[src/rtl/regfile_dump_pkg.sv]
// Shared types and defaults for the register-file dump engine.
package regfile_dump_pkg;

    localparam int DW_DEFAULT    = 64;
    localparam int AW_DEFAULT    = 5;
    localparam int NREGS_DEFAULT = 32;
    localparam int XZR_IDX       = 31;

    typedef enum logic [2:0] {
        IDLE,
        WAIT_ACK,
        READ,
        SEND,
        DONE
    } state_t;

    function automatic int last_index(input int nregs, input bit include_xzr);
        return include_xzr ? nregs - 1 : nregs - 2;
    endfunction

endpackage

[src/rtl/regfile_dump_if.sv]
// Beat stream from the dump engine: {index, value} under valid/ready.
interface regfile_dump_if #(
    parameter int DW = 64,
    parameter int AW = 5
) ();

    logic          out_valid;
    logic          out_ready;
    logic [AW-1:0] out_idx;
    logic [DW-1:0] out_data;

    modport master (output out_valid, output out_idx, output out_data, input out_ready);
    modport slave  (input out_valid, input out_idx, input out_data, output out_ready);

endinterface

[src/rtl/regfile_dump_out_stage.sv]
// Output holding register: keeps a beat stable until the sink takes it.
module regfile_dump_out_stage #(
    parameter int DW = 64,
    parameter int AW = 5
) (
    input  logic          clk,
    input  logic          reset,
    input  logic          flush,
    input  logic          load,
    input  logic [AW-1:0] load_idx,
    input  logic [DW-1:0] load_data,
    output logic          accept,
    regfile_dump_if.master out
);

    logic          valid_q;
    logic [AW-1:0] idx_q;
    logic [DW-1:0] data_q;

    // flush has priority so an abort in READ never raises valid
    always_ff @(posedge clk) begin
        if (reset) begin
            valid_q <= 1'b0;
            idx_q   <= '0;
            data_q  <= '0;
        end else if (flush) begin
            valid_q <= 1'b0;
        end else if (load) begin
            valid_q <= 1'b1;
            idx_q   <= load_idx;
            data_q  <= load_data;
        end else if (accept) begin
            valid_q <= 1'b0;
        end
    end

    assign out.out_valid = valid_q;
    assign out.out_idx   = idx_q;
    assign out.out_data  = data_q;
    assign accept        = valid_q && out.out_ready;

endmodule

[src/rtl/regfile_dump.sv]
// Debug dump engine: freezes the datapath and streams X0..X30 (+XZR) with an XOR checksum.
//  state    | meaning
//  IDLE     | waiting for start, stall low
//  WAIT_ACK | stall raised, waiting for the datapath to freeze
//  READ     | ra driven with idx, beat captured from rd at the edge
//  SEND     | beat offered on the stream until accepted
//  DONE     | one-cycle done pulse, stall dropped at the edge
module regfile_dump
    import regfile_dump_pkg::*;
#(
    parameter int DW          = DW_DEFAULT,
    parameter int AW          = AW_DEFAULT,
    parameter int NREGS       = NREGS_DEFAULT,
    parameter bit INCLUDE_XZR = 1'b1
) (
    input  logic          clk,
    input  logic          reset,
    input  logic          start,
    input  logic          abort,
    input  logic          stall_ack,
    input  logic          we3_mon,
    input  logic [DW-1:0] rd,
    output logic [AW-1:0] ra,
    output logic          stall,
    output logic          busy,
    output logic          done,
    output logic [DW-1:0] xsum,
    output logic          err,
    regfile_dump_if.master out
);

    localparam logic [AW-1:0] LAST = AW'(last_index(NREGS, INCLUDE_XZR));
    localparam logic [AW-1:0] XZR  = AW'(NREGS - 1);

    state_t        state;
    state_t        state_nxt;
    logic [AW-1:0] idx;
    logic          accept;
    logic          load;
    logic          flush;
    logic          kick;
    logic          beat_taken;
    logic [DW-1:0] load_data;

    assign kick       = (state == IDLE) && start;
    assign flush      = abort && (state != IDLE);
    assign beat_taken = accept && !abort;
    assign load_data  = (idx == XZR) ? '0 : rd;
    assign busy       = (state != IDLE);
    assign stall      = busy;

    always_ff @(posedge clk) begin
        if (reset) begin
            state <= IDLE;
        end else begin
            state <= state_nxt;
        end
    end

    always_comb begin
        state_nxt = state;
        ra        = '0;
        load      = 1'b0;
        done      = 1'b0;
        case (state)
            IDLE: begin
                if (start) state_nxt = WAIT_ACK;
            end
            WAIT_ACK: begin
                if (stall_ack) state_nxt = READ;
            end
            READ: begin
                // XZR is a constant, so the file never sees its address
                if (idx != XZR) ra = idx;
                load      = !abort;
                state_nxt = SEND;
            end
            SEND: begin
                if (accept) state_nxt = (idx == LAST) ? DONE : READ;
            end
            DONE: begin
                done      = 1'b1;
                state_nxt = IDLE;
            end
            default: state_nxt = IDLE;
        endcase
        if (flush) state_nxt = IDLE;
    end

    always_ff @(posedge clk) begin
        if (reset) begin
            idx  <= '0;
            xsum <= '0;
            err  <= 1'b0;
        end else begin
            if (kick) begin
                idx  <= '0;
                xsum <= '0;
            end else if (beat_taken) begin
                xsum <= xsum ^ out.out_data;
                if (idx != LAST) idx <= idx + AW'(1);
            end
            if (kick) begin
                err <= 1'b0;
            end else if (busy && stall_ack && we3_mon) begin
                err <= 1'b1;
            end
        end
    end

    regfile_dump_out_stage #(
        .DW(DW),
        .AW(AW)
    ) u_out_stage (
        .clk       (clk),
        .reset     (reset),
        .flush     (flush),
        .load      (load),
        .load_idx  (idx),
        .load_data (load_data),
        .accept    (accept),
        .out       (out)
    );

endmodule

[src/flat_wrapper.sv]
// flat-port wrapper written by rule: the top's interface ports become plain ports
module regfile_dump_flat import regfile_dump_pkg::*;
#(
    parameter int DW          = DW_DEFAULT,
    parameter int AW          = AW_DEFAULT,
    parameter int NREGS       = NREGS_DEFAULT,
    parameter bit INCLUDE_XZR = 1'b1
)
  (clk, reset, start, abort, stall_ack, we3_mon, rd, ra, stall, busy, done, xsum, err, out_out_valid, out_out_idx, out_out_data, out_out_ready);
  regfile_dump_if #(.DW(DW), .AW(AW)) out_i ();
  input  logic clk;
  input  logic reset;
  input  logic start;
  input  logic abort;
  input  logic stall_ack;
  input  logic we3_mon;
  input  logic [DW-1:0] rd;
  output logic [AW-1:0] ra;
  output logic stall;
  output logic busy;
  output logic done;
  output logic [DW-1:0] xsum;
  output logic err;
  output wire logic [$bits(out_i.out_valid)-1:0] out_out_valid;
  output wire logic [$bits(out_i.out_idx)-1:0] out_out_idx;
  output wire logic [$bits(out_i.out_data)-1:0] out_out_data;
  input wire logic [$bits(out_i.out_ready)-1:0] out_out_ready;
  assign out_out_valid = out_i.out_valid;
  assign out_out_idx = out_i.out_idx;
  assign out_out_data = out_i.out_data;
  assign out_i.out_ready = out_out_ready;
  regfile_dump #(.DW(DW), .AW(AW), .NREGS(NREGS), .INCLUDE_XZR(INCLUDE_XZR)) u_core (.clk(clk), .reset(reset), .start(start), .abort(abort), .stall_ack(stall_ack), .we3_mon(we3_mon), .rd(rd), .ra(ra), .stall(stall), .busy(busy), .done(done), .xsum(xsum), .err(err), .out(out_i));
endmodule
[config.mk]
export PLATFORM = sky130hd
export DESIGN_NAME = regfile_dump_flat
export DESIGN_NICKNAME = d
export VERILOG_FILES = /design/src/rtl/regfile_dump_pkg.sv /design/src/rtl/regfile_dump_if.sv /design/src/rtl/regfile_dump_out_stage.sv /design/src/rtl/regfile_dump.sv /design/src/flat_wrapper.sv
export SDC_FILE = /design/constraint.sdc
export NUM_CORES = 1
export LEC_CHECK = 0
export ABC_AREA = 1
export CAP_MARGIN = 20
export CORE_MARGIN = 4
export CORE_UTILIZATION = 46
export CTS_BUF_LIST = sky130_fd_sc_hd__clkbuf_4
export CTS_CLUSTER_DIAMETER = 120
export DETAILED_ROUTE_END_ITERATION = 6
export HOLD_SLACK_MARGIN = 0.08
export PLACE_DENSITY = 0.83
export SETUP_SLACK_MARGIN = 0.02
export SLEW_MARGIN = 20
export SYNTH_ARGS = -nofsm -noshare
export SYNTH_HDL_FRONTEND = slang
export SYNTH_SLANG_ARGS = --single-unit
[constraint.sdc]
create_clock -name clk -period 2.5 [get_ports clk]
set_input_delay 0.625 -clock clk [delete_from_list [all_inputs] [get_ports clk]]
set_output_delay 0.625 -clock clk [all_outputs]
set_load 0.02 [all_outputs]
==> results of run 1 <==
-- routing by layer --
layer  up-vias  share of wire (%)  GRT usage (%)
li1       2636                  -              -
met1      2455                 42          27.99
met2       182                 49          38.08
met3        20                8.0          8.120
met4         0                1.9          7.169
met5         -                  0              0
-- worst max-delay path, cell delays in order (launching register included) --
cell	delay, ps
dfxtp_4	370
ha_4	170
inv_4	60
nor3_4	40
ha_4	170
buf_6	110
buf_6	110
nor3_4	170
buf_6	140
-- worst max-delay path by stage --
stage,slack (ps),to,start,depth (start not counted)
finish,-5,ra[0],u_core.idx[1],8
floorplan,90,ra[1],u_core.idx[0],9
global placement,60,ra[2],u_core.idx[0],6
CTS,-60,ra[0],u_core.idx[0],8
global route,-100,ra[0],u_core.idx[1],8
detailed placement,60,ra[2],u_core.idx[0],6
-- metrics by stage --
stage / instance area, µm² / setup slack (ps) / hold WS [ps] / setup TNS, ps / util, %
global placement: 7980 / 62.29 / 466.9 / 0 / 66.16
detailed placement: 7980 / 58.93 / 467.9 / 0 / 66.16
floorplan: 5687 / 85.29 / 476.7 / 0 / -
finish: 8294 / -5.156 / 483.1 / -5.156 / 68.77
global route: 8294 / -104.3 / 507.4 / -154.2 / 68.77
CTS: 8240 / -60.99 / 466.4 / -61.16 / 68.32
-- flip-flops by register name, summed over array words and instances (netlist names) --
name and flops:
u_core.xsum 64, u_core.state 3, u_core.u_out_stage.out.out_idx 5, u_core.idx 5, u_core.u_out_stage.out.out_data 64, u_core.err 1, u_core.u_out_stage.out.out_valid 1
-- area by class of cell --
class,count,share of cell area [%]
tap,168,2.534
multi-input combinational,486,31.39
clock buffer,21,1.901
clock inverter,11,0.6034
timing repair buffer,231,28.22
sequential,143,34.59
inverter,16,0.7543
-- timing repair --
action,CTS,global route
buffers inserted,3,2
gates resized for setup,40,18
gates cloned,0,0
pin swaps,2,3
endpoints found under the setup margin,8,6
-- synthesized netlist by cell type --
cell and n:
buf_4 6, nand2_2 1, a31oi_1 1, buf_2 26, nand2_1 172, inv_2 1, nor2_1 64, nand2_4 1
o21ai_2 1, nor2_8 1, nand4_1 1, xor2_1 64, nand3_1 61, dfxtp_1 143, nand3b_1 1, o21ai_0 6
clkbuf_1 11, nand3_2 10, ha_1 3, inv_1 15, a21oi_2 10, a21oi_1 84, buf_6 2, nor2_4 1
nor3_1 4
-- cell usage in the layout (no fill, tap or decap) --
cell and instances:
ha_2 1, buf_6 5, nor2_4 2, inv_1 11, dfxtp_1 140, o21ai_4 1, nand2_4 1, nand2_1 172
a21oi_2 10, nor2_2 1, nor2_8 1, nand3b_1 1, dfxtp_4 1, xor2_1 64, dfxtp_2 2, ha_4 2
dlygate4sd2_1 2, nand2_2 1, clkinv_2 7, nor3_1 1, o21ai_0 6, nand4_1 1, nand3_2 10, buf_12 6
a31oi_1 1, buf_4 12, nor2_1 62, inv_4 1, a21oi_1 84, clkbuf_4 21, clkdlybuf4s50_1 204, clkinv_1 4
nand3_1 61, clkdlybuf4s15_1 1, inv_2 4, nor3_4 3, buf_2 1
-- cell families (layout without fill, tap and decap cells) --
| family | count (synthesis) | in the layout | synth area share [%] |
|---|---|---|---|
| flops | 143 | 143 | 50.34 |
| buf+inv | 61 | 279 | 5.258 |
| simple gates | 317 | 317 | 24.16 |
| compound gates | 102 | 102 | 9.725 |
| xor+xnor | 64 | 64 | 9.857 |
| fa+ha+maj | 3 | 3 | 0.6601 |
-- power by group through the flow --
stage,clock network (µW),registers (µW),logic [µW]
floorplan,0,2490,275
detailed placement,0,2430,653
global route,1300,2390,694
finish,1170,2380,642
global placement,0,2430,646
CTS,1220,2380,647
==> results.ini, run 1 <==
[routing]
route.detailed.drc=0
postRouteAntennaNets=0
vias_per_cell=4.919
drtPass1Iterations=4
first_iter_violations=269
wl_per_cell_um=14.98
num_vias=5293
routed_wl_mm=16.12

[floorplan]
pin_count=214
die_width_um=119.2
fp.dieH_um=119.2
core_area_um2=12060
num_rows=40
dieArea_um2=14210
start_util_pct=47.15

[sta]
fin_skew_ps=12.20
finalCriticalPeriod_ps=2505
rsz0062_at_grt=yes
hold_viol=0
max_slew.worst_pin.slew_ps=819.3
slew_headroom_pct=45.38
fin_crit_sh_pct=100.2
fmax_mhz=399.2
setup_viol=1
setup_ws_ps=-5.156
drv_slew=0

[min_path]
min_path_type=register to register
whs_path_depth=2
hold_path_end=u_core.u_out_stage.out.out_data[53]
hp-start=u_core.u_out_stage.out.out_data[53]

[critical_path]
start_kind=register
rrSetupSlack_ps=230
critPathArrivalTime_ps=1880
ff2ff_path_depth=12
cp.required_ps=1880
crit_type=register to primary output
reg2reg_from=u_core.idx[1]
path_max_fanout=3
rr_endpoint=u_core.idx[2]
crit_path_end_kind=primary output

[finish]
ff_latch_area_um2=2869
fin_nets=969
antenna_cells=0
drive_above_1_share_pct=10.24
multi_input_area_um2=2604
finalNonFillerCells=1076
fillers=972
area_growth_pct=45.85

[place]
gp_congestion=0.8411
portBuffers=213
dp.cells=1040
dp_hpwl_mm=10.90

[grt]
grt_max_degree=67
track_usage_pct=22.99
grt_pass1_wl_mm=26.30
antenna_found_initial=0
grt_pass1_vias=5224
grt_remaining_overflow=0

[clock_tree]
cts-buffers-inserted=17
cts.sink_count=143
cts_tree=yes
clock_latency_ps=520
clk_pin_slew_ps=110
htree_num_levels=4
cts-root-buf=clkbuf_4
hold_buffers=0
clock_path_buffers=2

[yosys]
ys_types=25
synthesis.nets=764
syn-instance-count=690
syn_avg_cell_area_um2=8.242
synth.area.top_cells=dfxtp_1, nand2_1, xor2_1
netlist.area_leader.share_pct=50.34
ys_seq_area_share_pct=50.34
syn_area_um2=5687
synth-seq-cells=143
yosysTopAreaCell=dfxtp_1
synth_warnings=0

[run]
cap_violations=0

[power_and_ir_drop]
power.leakage_uw=0.003008
intPower_uw=3029
power_frac_seq_pct=56.8
netSwitchingFraction_pct=27.83
comb_power_share_pct=15.3
switchingPower_uw=1168
total_power_uw=4196
power_density_nw_per_um2=505.9
peakVddDrop_uv=344.6
p_clk_share_pct=27.9

[run_status]
status=finished with violations
violations=setup timing

Note: power is estimated with default switching activity, not from simulation.
==> run 2, diff against run 1 <==
--- a/config.mk
+++ b/config.mk
@@ -8,14 +8,14 @@
 export ABC_AREA = 1
 export CAP_MARGIN = 20
 export CORE_MARGIN = 4
-export CORE_UTILIZATION = 46
+export CORE_UTILIZATION = 30
 export CTS_BUF_LIST = sky130_fd_sc_hd__clkbuf_4
 export CTS_CLUSTER_DIAMETER = 120
 export DETAILED_ROUTE_END_ITERATION = 6
 export HOLD_SLACK_MARGIN = 0.08
-export PLACE_DENSITY = 0.83
 export SETUP_SLACK_MARGIN = 0.02
 export SLEW_MARGIN = 20
 export SYNTH_ARGS = -nofsm -noshare
 export SYNTH_HDL_FRONTEND = slang
 export SYNTH_SLANG_ARGS = --single-unit
+export TNS_END_PERCENT = 20
==> constraint.sdc (replaced) <==
create_clock -name clk -period 2.5 [get_ports clk]
set_input_delay 0.625 -clock clk [delete_from_list [all_inputs] [get_ports clk]]
set_output_delay 0.625 -clock clk [all_outputs]
set_load 0.005 [all_outputs]
==> run 2 against run 1 <==
The flow now finishes without violations. Design area grew 1.5%. Flip-flop and latch count stayed put. Sequential power hardly changed. First-iteration DRC count down 19%. Highest routed layer is now met5.
==> results.ini, run 2 (synthesized netlist as in run 1, its figures left out) <==
[grt]
antenna_found_initial=3  ; +3
grt_remaining_overflow=0  ; unchanged
grt_max_degree=65  ; -3.0%
grt_pass1_wl_mm=28.09  ; +6.8%
track_usage_pct=16.50  ; -6.5 points
grt_pass1_vias=5134  ; -1.7%

[routing]
num_vias=5177  ; -2.2%
route.detailed.drc=0  ; unchanged
vias_per_cell=4.514  ; -8.2%
routed_wl_mm=17.47  ; +8.3%
drtPass1Iterations=6  ; +2
first_iter_violations=217  ; -19%
postRouteAntennaNets=0  ; unchanged
wl_per_cell_um=15.23  ; +1.6%

[power_and_ir_drop]
p_clk_share_pct=34.0  ; +6.1 points
power.leakage_uw=0.003056  ; +1.6%
total_power_uw=4499  ; +7.2%
switchingPower_uw=1172  ; +0.35%
netSwitchingFraction_pct=26.04  ; -1.8 points
power_density_nw_per_um2=534.6  ; +5.7%
comb_power_share_pct=13.0  ; -2.3 points
power_frac_seq_pct=53.0  ; -3.8 points
intPower_uw=3328  ; +9.9%
peakVddDrop_uv=251.5  ; -27%

[finish]
mostFrequentLayoutCells=clkdlybuf4s50_1, nand2_1, dfxtp_1, a21oi_1, xor2_1
fin_util_pct=45.00  ; -24 points
drive_above_1_share_pct=10.44  ; +0.20 points
area_growth_pct=48.01
fin_nets=971  ; +0.21%
layout_commonest_cell=clkdlybuf4s50_1

[clock_tree]
cts-buffers-inserted=17  ; unchanged
htree_num_levels=4  ; unchanged
cts-root-buf=clkbuf_4
hold_buffers=0  ; unchanged
clk_pin_slew_ps=110  ; about the same
clock_latency_ps=510  ; about the same
clock_path_buffers=2  ; unchanged
cts_tree=yes
cts.sink_count=143  ; unchanged

[floorplan]
fp.dieH_um=145.7  ; +22%
dieArea_um2=21220  ; +49%
die_width_um=145.7  ; +22%
core_area_um2=18710  ; +55%
pin_count=214  ; unchanged
start_util_pct=30.40  ; -17 points
num_rows=50  ; +25%

[sta]
rsz0062_at_grt=no
fin_crit_sh_pct=93.29  ; -6.9 points
fin_skew_ps=23.48  ; +11.28 ps
setup_viol=0  ; -1
slew_headroom_pct=43.47  ; -1.9 points
fin_hold_ws_ps=487.1  ; +4.029 ps
finalCriticalPeriod_ps=2332  ; -172.8 ps
hold_viol=0  ; unchanged
fmax_mhz=428.8  ; +7.4%
drv_slew=0  ; unchanged
max_slew.worst_pin.slew_ps=848.0  ; +28.76 ps

[place]
gp_congestion=0.7786  ; -7.4%
dp_hpwl_mm=11.73  ; +7.7%
portBuffers=213  ; unchanged

[critical_path]
start_kind=register
path_max_fanout=4  ; +1
cp.required_ps=1880  ; about the same
crit_type=register to primary output
critPathArrivalTime_ps=1710  ; -170 ps
crit_path_end_kind=primary output

[run_status]
status=completed

[run]
cap_violations=0  ; unchanged

[min_path]
min_path_type=register to register

-- run 2: timing repair --
action                                  in CTS  in global routing
buffers inserted                             1                  1
endpoints found under the setup margin       7                  8
cloned                                       0                  0
gates resized for setup                     26                 13
pin swaps                                    2                  3
-- run 2: worst paths after layout --
kind / slack (ps) / end / depth (start not counted) / startpoint
setup / recovery: 170 / ra[0] / 7 / u_core.idx[1]
hold / removal: 490 / u_core.u_out_stage.out.out_data[54] / 2 / u_core.u_out_stage.out.out_data[54]
setup reg to reg: 410 / u_core.u_out_stage.out.out_data[43] / 9 / u_core.idx[1]
hold reg to reg: 490 / u_core.u_out_stage.out.out_data[54] / 2 / u_core.u_out_stage.out.out_data[54]
-- run 2: cell type report --
type	instances	area, µm²
clock buffers	19	142.6
clock inverters	13	143.9
well taps	234	292.8
fillers	1874	10290
multi-input cells	486	2594
flip-flops and latches	143	2869
repair buffers	233	2307
inverters	16	60.06
diodes	3	7.507
-- run 2: per-stage QoR --
stage,instances,setup TNS [ps],worst slack [ps],area (µm²)
finish,1147,0,167.7,8417
global placement,1110,0,215.6,8055
CTS,1143,-12.42,-6.962,8371
detailed placement,1110,0,169.6,8055
global route,1147,0,15.82,8417
floorplan,690,0,269.6,5687
-- run 2: per-layer routing --
metal | up-vias | part of all wire (%) | track usage (%)
met2 | 147 | 48 | 27.03
li1 | 2638 | - | -
met4 | 2 | 1.7 | 5.366
met5 | - | 0.069 | 0
met1 | 2373 | 43 | 19.85
met3 | 17 | 7.3 | 6.602
-- run 2: worst max-delay path, stage by stage (launching register included) --
cell and delay [ps]:
dfxtp_2 350, ha_4 160, inv_2 70, nor3_4 50, ha_4 180, buf_6 120, nor3_2 130, buf_2 160
-- run 2: power groups by stage --
stage,Combinational (µW),Sequential [µW],Clock (µW)
5_1_grt,648,2390,1700
2_1_floorplan,262,2430,0
4_1_cts,601,2380,1600
6_report,587,2380,1530
3_3_place_gp,598,2430,0
3_5_place_dp,596,2430,0
